===== src/rtl/instruction_fetch.sv =====
// rtl/instruction_fetch.sv - PC register and fetch register feeding decode
// Optional early absolute jump: define EARLY_JUMP_EN.
module instruction_fetch #(
  parameter int          ADDR_W   = 10,
  parameter int          DATA_W   = 32,
  parameter logic [ADDR_W-1:0] RESET_PC = '0,
  parameter logic [5:0]  HALT_OP  = 6'b010111,
  parameter logic [5:0]  JMP_OP   = 6'b010010
) (
  input  logic              clock,
  input  logic              reset,
  output logic [ADDR_W-1:0] address,
  input  logic [DATA_W-1:0] instr_in,
  input  logic              redirect_valid,
  input  logic [ADDR_W-1:0] redirect_target,
  output logic [DATA_W-1:0] ir_out,
  output logic [ADDR_W-1:0] pc_out,
  output logic              ir_valid,
  input  logic              ir_ready,
  input  logic              resume,
  output logic              halted
);

  typedef enum logic {RUN, HALT} state_t;

  state_t              state_q;
  logic [ADDR_W-1:0]   pc_q;
  logic [DATA_W-1:0]   ir_q;
  logic [ADDR_W-1:0]   pc_out_q;
  logic                ir_valid_q;
  logic                halted_q;

  logic [5:0]          opcode;
  logic                capture;
  logic                transfer;
  logic [ADDR_W-1:0]   pc_d;

  assign opcode   = instr_in[DATA_W-1 -: 6];
  // The fetch register may be refilled when empty or being drained this edge.
  assign capture  = (state_q == RUN) && (!ir_valid_q || ir_ready);
  assign transfer = ir_valid_q && ir_ready;

  // Next PC for a capturing edge: sequential, or the jmp target when early jump is built in.
  always_comb begin
    pc_d = pc_q + ADDR_W'(1);
`ifdef EARLY_JUMP_EN
    if (opcode == JMP_OP) begin
      pc_d = instr_in[ADDR_W-1:0];
    end
`endif
  end

  // Fetch FSM: redirect beats capture, capture beats halt/resume handling.
  always_ff @(posedge clock or negedge reset) begin
    if (!reset) begin
      state_q    <= RUN;
      pc_q       <= RESET_PC;
      ir_q       <= '0;
      pc_out_q   <= '0;
      ir_valid_q <= 1'b0;
      halted_q   <= 1'b0;
    end else if (redirect_valid) begin
      pc_q       <= redirect_target;
      ir_valid_q <= 1'b0;
      state_q    <= RUN;
      halted_q   <= 1'b0;
    end else if (capture) begin
      ir_q       <= instr_in;
      pc_out_q   <= pc_q;
      ir_valid_q <= 1'b1;
      if (opcode == HALT_OP) begin
        state_q  <= HALT;
        halted_q <= 1'b1;
        pc_q     <= pc_q + ADDR_W'(1);
      end else begin
        pc_q     <= pc_d;
      end
    end else begin
      if (transfer) begin
        ir_valid_q <= 1'b0;
      end
      if (state_q == HALT && resume) begin
        state_q  <= RUN;
        halted_q <= 1'b0;
      end
    end
  end

  assign address  = pc_q;
  assign ir_out   = ir_q;
  assign pc_out   = pc_out_q;
  assign ir_valid = ir_valid_q;
  assign halted   = halted_q;

endmodule


===== config.mk =====
export PLATFORM = sky130hd
export DESIGN_NAME = instruction_fetch
export DESIGN_NICKNAME = d
export VERILOG_FILES = /design/src/rtl/instruction_fetch.sv
export SDC_FILE = /design/constraint.sdc
export NUM_CORES = 1
export LEC_CHECK = 0
export ABC_AREA = 1
export CORE_ASPECT_RATIO = 1.5
export CORE_MARGIN = 4
export CORE_UTILIZATION = 42
export CTS_BUF_LIST = sky130_fd_sc_hd__clkbuf_16
export DETAILED_ROUTE_END_ITERATION = 8
export PLACE_DENSITY = 0.8
export REMOVE_ABC_BUFFERS = 1
export SLEW_MARGIN = 5
export SYNTH_ARGS = -nofsm -noshare
export SYNTH_HDL_FRONTEND = slang
export SYNTH_SLANG_ARGS = --single-unit

===== constraint.sdc =====
create_clock -name clock -period 1.55 [get_ports clock]
set_input_delay 0.31 -clock clock [delete_from_list [all_inputs] [get_ports clock]]
set_output_delay 0.31 -clock clock [all_outputs]
set_load 0.1 [all_outputs]

; Word level (Yosys, flattened, before mapping)
; Index checks and enable logic that the tools add are counted.
[word_totals]
out_inout_bits = 54
word_cells = 29
inputBits = 47
register_bits = 54
[classes]
n_addsub = 1
n_bitwise = 2
mux = 9
n_eq_ne = 2
reduce_logical = 10
[ops]
columns = operator, count
row1 = $mux W10, 2
row2 = $add A10 B1 Y10 const B, 1
row3 = $mux W1, 7
row4 = $eq A6 B5 Y1 const B, 1
row5 = $reduce_bool A3 Y1, 2
row6 = $reduce_and A2 Y1, 2
row7 = $logic_and A1 B1 Y1, 3
row8 = $ne A3 B2 Y1 const B, 1
row9 = $not A1 Y1, 2
row10 = $reduce_bool A2 Y1, 1
row11 = $logic_not A1 Y1, 1
row12 = $logic_or A1 B1 Y1, 1

; Depth between registers and ports, before layout
; Gate-level depths: netlist (run 1).
[depth]
word_depth = 5
mapped_depth = 8
mapped_depth_nobuf = 8

; Worst setup path after synthesis (run 1)
; Ideal clock, no wire load.
[synth_timing]
kind = flip-flop to flip-flop
from = reg pc_q[1], in the netlist address[1]
to = reg pc_q[4], in the netlist address[4]
setup_slack_ns = -0.347
required_ns = 1.425
n_path_buf = 0
t_arrival_ns = 1.772
path_stages_with_launch = 7
setup_time_ns = 0.125
path_cell_list = dfrtp_1 ha_1 nand2_1 nor2_1 nand3_1 o22ai_1 nor2_1
[synth_via]
elab_chain_len = 3
[synth_lines]
columns = item, line_no
row1 = from (decl), 27  ; logic [ADDR_W-1:0] pc_q;
row2 = from (signal assigned), 63  ; pc_q <= redirect_target;
row3 = from (signal assigned), 74  ; pc_q <= pc_q + ADDR_W'(1);
row4 = from (signal assigned), 76  ; pc_q <= pc_d;
row5 = $add A10 B1 Y10, "45, 74"
row6 = $mux W10, 67  ; end else if (capture) begin
row7 = $mux W10, 62  ; end else if (redirect_valid) begin
; Every way passes these cells. The select of a mux whose other input is x is not followed.
; A chain may end at the register's enable or synchronous reset.

; Final worst setup path (run 1)
; Same ends and word-level chain as after synthesis.

==> impl_metrics.toml, run 1 <==
[sta]
finalCritPeriodShare_pct = 89.5
finalCriticalPeriod_ps = 1390
layout_setup_ws_ps = 163
slew_violations = 0
setup_violations = 0
rsz0062_at_grt = "no"
hold_slack_ps = 459
worst_pin_slew_ps = 356
timing.final.hold_violations = 0
setup_tns_ps = 0
skew_ps = 3.50
maxSlewHeadroom_pct = 76.3
fmax_mhz = 721

[clock_tree]
cts_root_buffer = "clkbuf_16"
cts_buffers = 5
clk_pin_slew_ps = 70
clk_path_buf_depth = 2
cts_sinks = 54
cts_max_level = 2
cts_tree = "built"
cts_setup_buffers = 0
worstSkewPairLatency_ps = 290
cts_resized = 0

[drt]
drc = 0
ant_nets = 0
vias = 2352
dr.first_iter.drc_count = 105
drt_first_pass_iters = 4
vias_per_cell = 4.98
routed_wirelength_um = 7100
routedWlPerCell_um = 15.0

[cells_and_area]
layout_common_cells = "nand2_1 (148), buf_12 (58), dfrtp_1 (54), clkdlybuf4s50_1 (45), nor2_1 (20)"
antennaDiodeCount = 0
final_common_cell = "nand2_1"
area_delta_synth_final_pct = 80.6
final_area_um2 = 4250
finalNetCount = 449
drive_gt1_share_pct = 22.1

[placed_design]
place_ws_ps = -53.1
dp_hpwl_um = 5440
dpl_cell_area_um2 = 4080
numPortBuffers = 100
place_congestion = 0.937

[grt]
grt_use_total_pct = 21.3
grt_max_degree = 25
first_global_vias = 2419
overflow = 0
grt_pass1_wl_um = 11800
antenna_found_initial = 0

[critical_path]
critPathLaunchType = "flop"
cp_slowest_cell = "dfrtp_1"
r2r_cells = 6
worstPathCellList = "ha_1, nand2_1, nor2_1, nand3_1, o22ai_1, nor2_1"
path_max_fanout = 5
worst-setup-path-type = "flop to flop"
crit_required_ps = 1720
worstPathArrival_ps = 1560
crit_top_cell = "nor2_1"
worstSetupEndpointType = "flop"
slowest_delay_ps = 460

[min_path]
hp-class = "input pin to asynchronous set/reset pin"

[power]
leakagePower_nw = 2.11
p_per_area_nw_per_um2 = 1370
vdd_drop_max_mv = 0.859

[floorplan]
die_y_um = 99.7
core_area_um2 = 5450
initial_core_util_pct = 43.2
dieArea_um2 = 6890
die_width_um = 69.1
core.rowCount = 33
io_pins = 101

[flow_run]
maxCapViolCount = 0

[logic_synthesis]
ys_seq_elements = 54
synthDistinctLibCells = 23
yosysWarnings = 0
avgSynthCellArea_um2 = 8.20
syn_area_um2 = 2350
ys_seq_area_share_pct = 57.4
syn_inst = 287

[status]
status = "finished, final reports clean"
-- registers in the layout (all words and copies together) (netlist names) --
register  flops
ir_out       32
state_q       1
pc_out       10
address      10
ir_valid      1
-- kinds of logic (layout without fill, tap and decap cells) --
group	after synthesis	in the layout	synth area share (%)
AO/OA/AOI/OAI	17	17	4.41
XOR/XNOR	1	1	0.372
adder cells (fa/ha/maj)	1	1	0.532
buffers and inverters	25	140	5.58
flip-flops	54	54	57.4
AND/OR/NAND/NOR	189	189	31.7
-- report_power, final --
| part | switching, mW | internal (mW) | leakage (nW) |
|---|---|---|---|
| Combinational | 1.77 | 0.970 | 1.37 |
| Clock | 0.492 | 0.757 | 0.0836 |
| Sequential | 0.233 | 1.59 | 0.653 |
-- metal layers --
layer  global-route usage [%]  vias up  routed length, um
met3                     4.04       14                382
li1                         -     1107                  -
met2                     39.9       98               3920
met1                     23.6     1133               2640
met5                        0        -                  0
met4                     7.82        0                159
-- per-stage QoR --
stage / power, mW / util [%] / instances
2_1_floorplan: 3.36 / - / 276
3_3_place_gp: 4.54 / 74.8 / 463
3_5_place_dp: 4.59 / 74.8 / 463
4_1_cts: 5.84 / 78.0 / 472
5_1_grt: 5.99 / 78.0 / 472
6_report: 5.81 / 78.0 / 472
-- critical path: cells and delay by family (launching register included) --
kind	cells	cell delay, ps
AO/OA/AOI/OAI	1	150
adder cells (fa/ha/maj)	1	220
AND/OR/NAND/NOR	4	450
flip-flops	1	460
-- synth_stat cells (all sizes together) --
cell	count	area share, %
dfrtp	54	57
nand3	11	2.3
nor2	22	3.7
nor3	2	0.43
o21a	2	0.64
buf	10	3.2
or2	1	0.27
a31oi	1	0.27
o22ai	1	0.27
a21oi	4	1.3
nand2	151	24
ha	1	0.53
nand4	2	0.53
xnor2	1	0.37
inv	14	2.2
o21ai	9	1.9
clkbuf	1	0.16
-- final cells by class --
cell class	instances	area [um^2]
timing repair buffer	118	1720
sequential	54	1350
fill	365	1200
multi-input combinational	208	871
clock buffer	5	125
tap	70	87.6
inverter	14	52.6
clock inverter	3	40.0
-- path summary, 6_finish.rpt --
| kind | start | end | slack (ps) |
|---|---|---|---|
| min in group clock | pc_out[2] | pc_out[2] | 540 |
| max in group asynchronous | reset | address[9] | 650 |
| max reg2reg | address[1] | address[4] | 160 |
| min | reset | ir_out[9] | 460 |
| min reg2reg | pc_out[2] | pc_out[2] | 540 |
| max | address[1] | address[4] | 160 |
-- timing repair --
item                                    CTS  global route
hold buffers                              1             0
endpoints found under the hold margin    11             0
endpoints found under the setup margin    0             0
Power figures use the tool's default switching activity.
==> run 2: changes to the inputs <==
Settings changed: CORE_UTILIZATION 42 to 38, PLACE_DENSITY 0.8 to 0.76.
Clock period 1.55 ns to 1.19 ns, I/O delays scaled along.
==> run 2 against run 1 <==
Compared with the run above:
- the flow now finishes with violations (negative setup slack)
- sequential share of layout area down 3.7 points
- largest cell class unchanged
- final area increased by 14%
- first-iteration DRC count increased by 110%
- hold slack worse by 52 ps
- final cell count is 5.5% higher
- wire length rose by 23%
- via count increased by 6.4%
- critical endpoint is now address[6]
- non-clock buffer count up 23
==> impl_metrics.toml, run 2 (same netlist as run 1, synthesis figures left out) <==
[flow_run]
maxCapViolCount = 0

[grt]
first_global_vias = 2427
overflow = 0
grt_pass1_wl_um = 11900
grt_max_degree = 55
grt_use_total_pct = 19.9
antenna_found_initial = 0

[clock_tree]
cts_root_buffer = "clkbuf_16"
cts_buffers = 5
clk_path_buf_depth = 2
cts_tree = "built"
cts_sinks = 54
clk_pin_slew_ps = 70
cts_max_level = 2
worstSkewPairLatency_ps = 290

[placed_design]
dp_hpwl_um = 5230
dpl_cell_area_um2 = 4130
place_ws_ps = -351
numPortBuffers = 100
place_congestion = 0.872

[drt]
ant_nets = 0
drc = 0
vias = 2503
drt_first_pass_iters = 4
vias_per_cell = 5.03
routed_wirelength_um = 8730
dr.first_iter.drc_count = 221
routedWlPerCell_um = 17.5

[power]
power_mw = 8.04
p_per_area_nw_per_um2 = 1660
leakagePower_nw = 2.36
vdd_drop_max_mv = 1.22

[floorplan]
core_area_um2 = 5910
dieArea_um2 = 7540
die_width_um = 72.3
core.rowCount = 34
io_pins = 101
die_y_um = 104
initial_core_util_pct = 39.8

[critical_path]
worstPathArrival_ps = 1510
worstPathCellList = "buf_6, nand2_8, nor2_4, nand3_1, nand2_1, o21ai_1, nor2_1"
cp_slowest_cell = "dfrtp_1"
critPathTopFamily = "simple AND/OR/NAND/NOR gates"
crit_required_ps = 1400
critPathLaunchType = "flop"
worst-setup-path-type = "flop to flop"
path_buf_inv = 1
worstSetupEndpointType = "flop"
slowest_delay_ps = 430
path_max_fanout = 4

[status]
status = "finished, violations left"
failed_checks = "negative setup slack"

[sta]
skew_ps = 3.93
fmax_mhz = 770
slew_violations = 0
maxSlewHeadroom_pct = 81.1
layout_setup_ws_ps = -108
rsz0062_at_grt = "yes"
hold_slack_ps = 408
worst_pin_slew_ps = 283
finalCritPeriodShare_pct = 109
finalCriticalPeriod_ps = 1300
setup_violations = 57
timing.final.hold_violations = 0

[cells_and_area]
final_util_pct = 82.2
regArea_um2 = 1360
layout_common_cells = "nand2_1 (103), buf_12 (57), dfrtp_1 (45), clkdlybuf4s50_1 (44), nand2_2 (32)"
antennaDiodeCount = 0
multi_input_area_um2 = 1160
drive_gt1_share_pct = 42.7
area_delta_synth_final_pct = 106
final_area_um2 = 4860
fillers = 340
finalNetCount = 473
final_common_cell = "nand2_1"
largest_reg_flops = 32

[min_path]
hp-class = "input pin to flop"
==> run 2: cell types whose count changed in the layout (fill, tap and decap cells not counted), moves of 4 or more <==
| cell | delta |
|---|---|
| nand2_4 | +14 |
| dfrtp_2 | +9 |
| dfrtp_1 | -9 |
| buf_4 | +6 |
| nand2_2 | +29 |
| o21ai_0 | -4 |
| nand2_1 | -45 |
| nor2_1 | -4 |
| buf_6 | +13 |
==> run 2: cell type report <==
class | instances | area share [%]
clock buffer | 5 | 2.58
clock inverter | 3 | 0.850
inverter | 14 | 1.34
multi-input combinational | 208 | 24.0
sequential | 54 | 28.0
tap | 72 | 1.85
timing repair buffer | 141 | 41.2
timing repair inverter | 1 | 0.155
==> run 2: final timing paths <==
kind | startpoint | endpoint | slack (ps) | depth (start not counted)
worst max register to register | address[3] | address[6] | -110 | 7
min in group asynchronous | reset | ir_out[0] | 490 | 3
worst max-delay path | address[3] | address[6] | -110 | 7
worst min register to register | ir_out[30] | ir_out[30] | 540 | 2
max in group asynchronous | reset | address[1] | 440 | 3
worst min-delay path | ir_ready | ir_valid | 410 | 5
==> run 2: where the power goes <==
group          switching [mW]  total, mW  leakage, nW  internal (mW)
Clock                   0.643       1.63       0.0812          0.985
Combinational            2.52       4.03         1.64           1.51
Sequential              0.304       2.38        0.643           2.08
Total                    3.47       8.04         2.36           4.57
==> run 2: worst min-delay path, delay by kind of cell <==
family	cells	cell delay (ps)
buffers and inverters	3	270
AO/OA/AOI/OAI	1	70
AND/OR/NAND/NOR	1	80
==> run 2: through the flow <==
stage / instances / setup TNS, ps
final: 498 / -3790
after global routing: 498 / -6410
after CTS: 489 / -572
after detailed placement: 473 / -14710
after global placement: 473 / -13330
after floorplan: 276 / -48150
==> run 2: timing repair <==
item	in CTS	in global routing
pin swaps	3	32
gates resized for setup	27	92
setup buffers	7	5
cloned	1	4
hold buffers	1	0
setup endpoints to repair	21	62
endpoints found under the hold margin	54	0
==> run 2: metal layers <==
layer | vias to the layer above | track usage [%] | share of wire, %
li1 | 1162 | - | -
met1 | 1220 | 23.6 | 35
met2 | 104 | 36.2 | 58
met3 | 17 | 3.00 | 5.4
met4 | 0 | 5.38 | 2.3
met5 | - | 0 | 0
==> run 3: changes to the inputs <==
Settings changed: GPL_TIMING_DRIVEN set to 0.
==> run 3 against run 2 <==
Compared with the run above:
- the flow still finishes with violations (negative setup slack)
- via count is 3.8% lower
- die area unchanged
- non-clock buffer count down 19
- first-iteration DRC count down 56%
- highest routed layer unchanged
==> impl_metrics.toml, run 3 (same netlist as run 1, synthesis figures left out) <==
[status]
status = "finished, violations left"
failed_checks = "negative setup slack"

[floorplan]
die_y_um = 104
dieArea_um2 = 7540
die_width_um = 72.3
core.rowCount = 34
io_pins = 101
core_area_um2 = 5910
initial_core_util_pct = 39.8

[cells_and_area]
final_area_um2 = 4360
area_delta_synth_final_pct = 85.2
finalNetCount = 461
final_util_pct = 73.7
regArea_um2 = 1370
largest_reg_flops = 32
final_common_cell = "nand2_1"
drive_gt1_share_pct = 43.0
layout_common_cells = "nand2_1 (90), nand2_2 (53), clkdlybuf4s50_1 (43), dfrtp_1 (42), buf_6 (40)"
antennaDiodeCount = 0
fillers = 429
multi_input_area_um2 = 1240

[sta]
rsz0062_at_grt = "yes"
fmax_mhz = 767
worst_pin_slew_ps = 455
finalCriticalPeriod_ps = 1300
setup_violations = 53
skew_ps = 5.11
timing.final.hold_violations = 0
setup_tns_ps = -3590
finalCritPeriodShare_pct = 110
layout_setup_ws_ps = -114
slew_violations = 0
maxSlewHeadroom_pct = 69.6

[drt]
vias_per_cell = 4.98
ant_nets = 0
drc = 0
vias = 2409
dr.first_iter.drc_count = 97
drt_first_pass_iters = 5
routed_wirelength_um = 7850
routedWlPerCell_um = 16.2

[grt]
overflow = 0
antenna_found_initial = 0
first_global_vias = 2479
grt_pass1_wl_um = 12000
grt_use_total_pct = 20.1
grt_max_degree = 39

[clock_tree]
clk_path_buf_depth = 2
worstSkewPairLatency_ps = 280
cts_buffers = 5
cts_sinks = 54
cts_tree = "built"
cts_max_level = 2
clk_pin_slew_ps = 70
cts_root_buffer = "clkbuf_16"

[critical_path]
r2r_cells = 7
crit_required_ps = 1410
worstPathArrival_ps = 1520
worst-setup-path-type = "flop to flop"
crit_start = "state_q"
path_max_fanout = 4
r2r_start = "state_q"
worstSetupEndpointType = "flop"
critPathLaunchType = "flop"

[power]
pwr-share-seq_pct = 33.1
leakagePower_nw = 2.09
p_int_mw = 3.88
p_per_area_nw_per_um2 = 1650
vdd_drop_max_mv = 0.904
combPwrFrac_pct = 48.3
switching_share_pct = 46.1
power.switching_mw = 3.32
p_clk_share_pct = 18.6

[flow_run]
maxCapViolCount = 0

[placed_design]
dp_hpwl_um = 4400
numPortBuffers = 100
place_ws_ps = -1700
dpl_cell_area_um2 = 3380
place_congestion = 0.884

[min_path]
hp-class = "input pin to asynchronous set/reset pin"
## run 3: cell count changes in the layout (fill, tap and decap cells not counted), moves of 3 or more
cell,delta
buf_12,-42
buf_6,+27
nand2_2,+21
nand2_1,-13
nand2_4,-7
buf_4,-5
nand2_8,+5
buf_8,+3
clkbuf_16,-3
dfrtp_1,-3
dfrtp_2,+3
nor2_1,+3
## run 3: layout make-up
| type | count | share of cell area, % |
|---|---|---|
| Timing Repair inverter | 2 | 0.373 |
| Multi-Input combinational cell | 214 | 28.4 |
| Inverter | 14 | 2.35 |
| Clock inverter | 1 | 0.0861 |
| Clock buffer | 5 | 2.87 |
| Timing Repair Buffer | 122 | 32.5 |
| Tap cell | 72 | 2.07 |
| Sequential cell | 54 | 31.4 |
## run 3: routing by layer
metal  track usage [%]  vias up  share of wire (%)
met3              2.90       16                5.6
met4              6.18        0                2.4
met5                 0        -                  0
met2              36.6       94                 55
met1              23.6     1155                 37
li1                  -     1144                  -
## run 3: path summary, 6_finish.rpt
| path | endpoint | slack, ps |
|---|---|---|
| hold reg to reg | pc_out[6] | 500 |
| hold / removal | ir_out[21] | 430 |
| max in group asynchronous | address[9] | 200 |
| setup reg to reg | address[6] | -110 |
| setup / recovery | address[6] | -110 |
| min in group clock | ir_valid | 430 |
## run 3: worst max-delay path, cell delays in order (launching register included)
cell and delay (ps):
dfrtp_2 450, a21oi_4 230, buf_4 160, buf_4 120, nand3_1 70, nand2_1 60, o21ai_0 80, nor2_1 80
## run 3: through the flow
stage | power (mW) | cells | hold WS [ps]
6_report | 7.20 | 484 | 427
5_1_grt | 7.46 | 484 | 437
4_1_cts | 6.82 | 477 | 442
3_5_place_dp | 5.22 | 449 | 215
3_3_place_gp | 5.19 | 448 | 454
2_1_floorplan | 4.38 | 276 | -57.6
## run 3: power by group through the flow
stage	Sequential [mW]	Clock (mW)	Combinational, mW
CTS	2.29	1.38	3.15
global placement	2.26	0	2.92
global route	2.41	1.44	3.60
finish	2.38	1.34	3.48
detailed placement	2.27	0	2.95
floorplan	4.02	0	0.365
## run 3: repair_timing
action                                  in CTS  in global routing
pin swaps                                   13                 27
endpoints found under the hold margin       18                  0
gates cloned                                 9                  0
gates resized for setup                    413                121
endpoints found under the setup margin     107                 89
buffers inserted                            12                  7
hold buffers                                 1                  0
==> RTL edit 1: new RTL, settings of run 2 <==
`ADDR_W`: 10 -> 9.
--- a/src/rtl/instruction_fetch.sv
+++ b/src/rtl/instruction_fetch.sv
@@ -3,3 +3,3 @@
 module instruction_fetch #(
-  parameter int          ADDR_W   = 10,
+  parameter int          ADDR_W   = 9,
   parameter int          DATA_W   = 32,
Interface: changed (resized address, pc_out and redirect_target); port bits go from 101 to 98. No check against the original RTL was run, so the function may have changed too.
==> RTL edit 1 against run 2 <==
  * Critical path depth fell by 5
  * Sequential cell count down 2
  * Synthesized area fell by 4.8%
  * Synthesized cell count is 8.7% lower
  * The flow still finishes with violations (setup timing)
  * First-iteration DRC count down 49%
  * Clock skew hardly changed
  * Highest routed layer unchanged
  * Wire length fell by 17%
  * Core utilization is 5.0 points lower
  * Power decreased by 3.2%
  * Combinational power decreased by 3%
  * Final area is 8.1% lower
  * Die area decreased by 4.3%
  * Critical path type is now flop to output port
  * Worst setup slack better by 35 ps
==> RTL edit 1: results <==
group,metric,value,unit
setup_path,reg2reg_from,"ir_valid",
hold_path,hold_path_depth,4,
hold_path,hold_path_class,"input pin to flop",
sta,whs,322,ps
grt,grt_first_pass_wirelength,10.5,mm
finish,fillers,366,
pwr,pwr-share-seq,29.6,%
setup_path,reg2reg_slack,-60,ps
setup_path,slowest_stage,"dfrtp_1",
status,status,"finished, violations left",
grt,antenna_found_initial,0,
drt,drt_pre_antenna_iters,4,
drt,drt_iter0_drc,112,
sta,fin_skew,3.50,ps
yosys,ys_types,26,
setup_path,critPathArrivalTime,1020,ps
yosys,yosysSeqAreaShare,58.1,%
setup_path,regToRegEndpoint,"ir_out[7]",
finish,drive_gt1_share,34.4,%
grt,grt_max_degree,53,
place,port_buffers,97,
yosys,synth_flop_cell,"dfrtp_1",
setup_path,endpoint_kind,"output port",
sta,setup_violations,38,
finish,nets,439,
clocking,cts_buffer_depth,2,
sta,slew_headroom,81.5,%
pwr,ir_drop,0.00110,V
place,place_area,0.00394,mm^2
yosys,synth.yosys.warnings,0,
pwr,p_leak,2.18,nW
grt,grtUsageTotal,18.1,%
place,dp_hpwl,4.89,mm
place,pre_cts_ws,-306,ps
place,place_congestion,0.802,
drt,wl,7.26,mm
drt,viasPerCell,4.77,
sta,setup_ws,-72.8,ps
pwr,switching_share,42.8,%
finish,num_antenna_cells,0,
status,violations,"setup timing",
grt,grt_pass1_vias,2132,
clocking,htree_levels,2,
yosys,netlist_top_cells_count,"131 x nand2_1, 52 x dfrtp_1, 16 x nand3_1, 15 x inv_1, 11 x o21ai_0",
yosys,yosys-top-cells-area,"dfrtp_1 58%, nand2_1 22%, nand3_1 3.6%, inv_1 2.5%, o21ai_0 2.5%",
-- RTL edit 1: metrics by stage --
step	instances	total power [mW]	TNS [ps]
2_1_floorplan	253	4.34	-37690
3_3_place_gp	441	5.94	-12180
3_5_place_dp	441	6.00	-13200
4_1_cts	455	7.63	-184
5_1_grt	465	8.06	-4760
6_report	465	7.79	-1600
-- RTL edit 1: how the worst max path moves through the flow --
stage | from | endpoint | cells after the start
after floorplan | state_q | address[8] | 5
after global placement | redirect_valid | address[3] | 7
after detailed placement | redirect_valid | address[3] | 7
after CTS | address[2] | address[2] | 2
after global routing | ir_valid | ir_out[25] | 7
final | address[0] | address[0] | 2
-- RTL edit 1: worst max-delay path: cells and delay by family (launching register included) --
kind                   cells  cell delay [ps]
buffers and inverters      2              320
DFF                        1              420
-- RTL edit 1: timing repair --
item,CTS,global route
buffers inserted,8,5
hold endpoints to repair,52,0
hold buffers,1,0
endpoints found under the setup margin,14,55
cloned,0,5
pin swaps,2,12
resized for setup,13,51
-- RTL edit 1: power groups by stage --
stage	clock network [mW]	logic [mW]	registers (mW)
floorplan	0	0.353	3.99
global placement	0	3.64	2.30
detailed placement	0	3.68	2.32
CTS	1.58	3.75	2.30
global route	1.67	4.06	2.33
finish	1.56	3.92	2.31
-- RTL edit 1: routing by layer --
layer  global-route usage, %  wire, um  vias to the layer above
li1                        -         -                     1080
met1                    21.0      2570                     1061
met2                    34.2      4260                       75
met3                    3.54       380                        4
met4                    4.05        55                        0
met5                       0         0                        -
-- RTL edit 1: area by class of cell --
type                            instances  area, um^2  share of cell area, %
Multi-Input combinational cell        185         942                   21.1
Inverter                               17        76.3                   1.71
Timing Repair inverter                  1        8.76                  0.196
Clock buffer                            5         125                   2.80
Tap cell                               72        90.1                   2.02
Sequential cell                        52        1310                   29.2
Timing Repair Buffer                  130        1880                   42.1
Clock inverter                          3        37.5                  0.840
-- RTL edit 1: logic make-up (layout without fill, tap and decap cells) --
| family | Yosys count | in the layout | share of synthesized area (%) |
|---|---|---|---|
| AO/OA/AOI/OAI | 19 | 19 | 4.80 |
| buffers and inverters | 26 | 156 | 6.09 |
| XOR/XNOR | 1 | 1 | 0.391 |
| flip-flops | 52 | 52 | 58.1 |
| adder cells (fa/ha/maj) | 1 | 1 | 0.558 |
| AND/OR/NAND/NOR | 163 | 164 | 30.1 |
==> RTL edit 2: new RTL, settings of run 2 <==
Without the edit above. Register the input `redirect_target` before use, with the module's reset. The logic sees it one clock later. The other inputs are not delayed to match.
--- a/src/rtl/instruction_fetch.sv
+++ b/src/rtl/instruction_fetch.sv
@@ -24,2 +24,12 @@
   typedef enum logic {RUN, HALT} state_t;
+
+  logic [ADDR_W-1:0] redirect_target_q;
+
+  always_ff @(posedge clock or negedge reset) begin
+    if (!reset) begin
+      redirect_target_q <= '0;
+    end else begin
+      redirect_target_q <= redirect_target;
+    end
+  end
 
@@ -62,3 +72,3 @@
     end else if (redirect_valid) begin
-      pc_q       <= redirect_target;
+      pc_q       <= redirect_target_q;
       ir_valid_q <= 1'b0;
Function: changed (a bounded check fails within 4 cycles, from zero or initial values and one cycle with reset low).
==> RTL edit 2 against run 2 <==
  * The run still ends with setup timing left
  * Die area grew 11%
  * Power grew 10%
  * Final cell count grew 5.6%
  * First-iteration DRC count shrank 40%
  * Sequential share of layout area grew 3.1 points
  * Synthesized area grew 12%
  * Final area grew 6.2%
  * Worst setup slack lost 22 ps
  * Wire length shrank 0.46%
  * Critical path depth grew 1
  * Sequential cell count grew 10
  * Critical endpoint is now ir_out[10]
  * Largest cell class unchanged
==> RTL edit 2: results <==
group,metric,value,unit
finish,fillers,369,
pwr,p_clk,2.17,mW
hold_path,hold_path_depth,1,
finish,inverters,20,
grt,grt_first_pass_wirelength,11.9,mm
finish,num-nonclk-buffers,144,
grt,grtUsageTotal,18.1,%
setup_path,r2r_cells,8,
pwr,p_comb_share,44.8,%
clocking,postCtsSetupRepairBufs,11,
clocking,clk_pin_slew,50,ps
finish,instances_no_fill,526,
place,place_area,0.00441,mm^2
yosys,synth-adder-area-share,0.474,%
finish,clkCellAreaFrac,4.66,%
place,dp_hpwl,5.03,mm
place,place_congestion,0.836,
sta,fin_skew,4.68,ps
setup_path,worst-path-max-fanout,23,
clocking,cts_buffers,9,
yosys,netlist_instances,299,
yosys,yosysSeqAreaShare,60.7,%
finish,fin_util,77.9,%
finish,num_antenna_cells,1,
finish,seq_area_share,31.1,%
place,pre_cts_ws,-417,ps
clocking,clock-sinks,64,
clocking,htree_levels,3,
status,violations,"setup timing",
pwr,p_leak,2.50,nW
finish,nets,495,
yosys,synth_compound_area_share,4.22,%
status,status,"finished, violations left",
pwr,ir_drop,0.00115,V
floorplanning,core.rowCount,36,
drt,wl,8.69,mm
setup_path,cpPeakStageDelay,400,ps
sta,setup_ws,-131,ps
pwr,power.switching,3.62,mW
sta,slew_headroom,81.5,%
sta,setup_violations,56,
grt,grt_pass1_vias,2538,
pwr,p_int,5.26,mW
yosys,netlist_top_cells_count,"145 x nand2_1, 64 x dfrtp_1, 20 x nor2_1, 13 x inv_1, 10 x nand3_1",
drt,drt_iter0_drc,133,
yosys,synth_xor_area_share,0,%
yosys,yosys-top-cells-area,"dfrtp_1 61%, nand2_1 21%, nor2_1 2.8%, nand3_1 1.9%, inv_1 1.8%",
finish,multi_input_area,0.00103,mm^2
clocking,clk_latency,320,ps
-- RTL edit 2: cell count changes in the layout (fill, tap and decap cells not counted), moves of 4 or more --
cell	change
buf_12	+6
clkinv_1	+4
dfrtp_1	+16
dfrtp_2	-6
nand2_1	+13
nand2_2	-4
nand2_4	-11
-- RTL edit 2: layer usage --
metal  part of all wire, %  global-route usage (%)  up-vias
met1                    36                    20.7     1305
li1                      -                       -     1229
met3                   5.3                    5.69       15
met4                   2.1                    7.00        0
met5                     0                       0        -
met2                    56                    31.6      108
-- RTL edit 2: final timing paths --
| check | start | to | slack [ps] |
|---|---|---|---|
| worst max-delay path | ir_valid | ir_out[10] | -130 |
| worst min-delay path | redirect_target[0] | redirect_target_q[0] | 350 |
| worst max register to register | ir_valid | ir_out[10] | -130 |
| worst min register to register | redirect_target_q[0] | address[0] | 500 |
| max in group asynchronous | reset | address[6] | 490 |
| min in group asynchronous | reset | ir_out[11] | 430 |
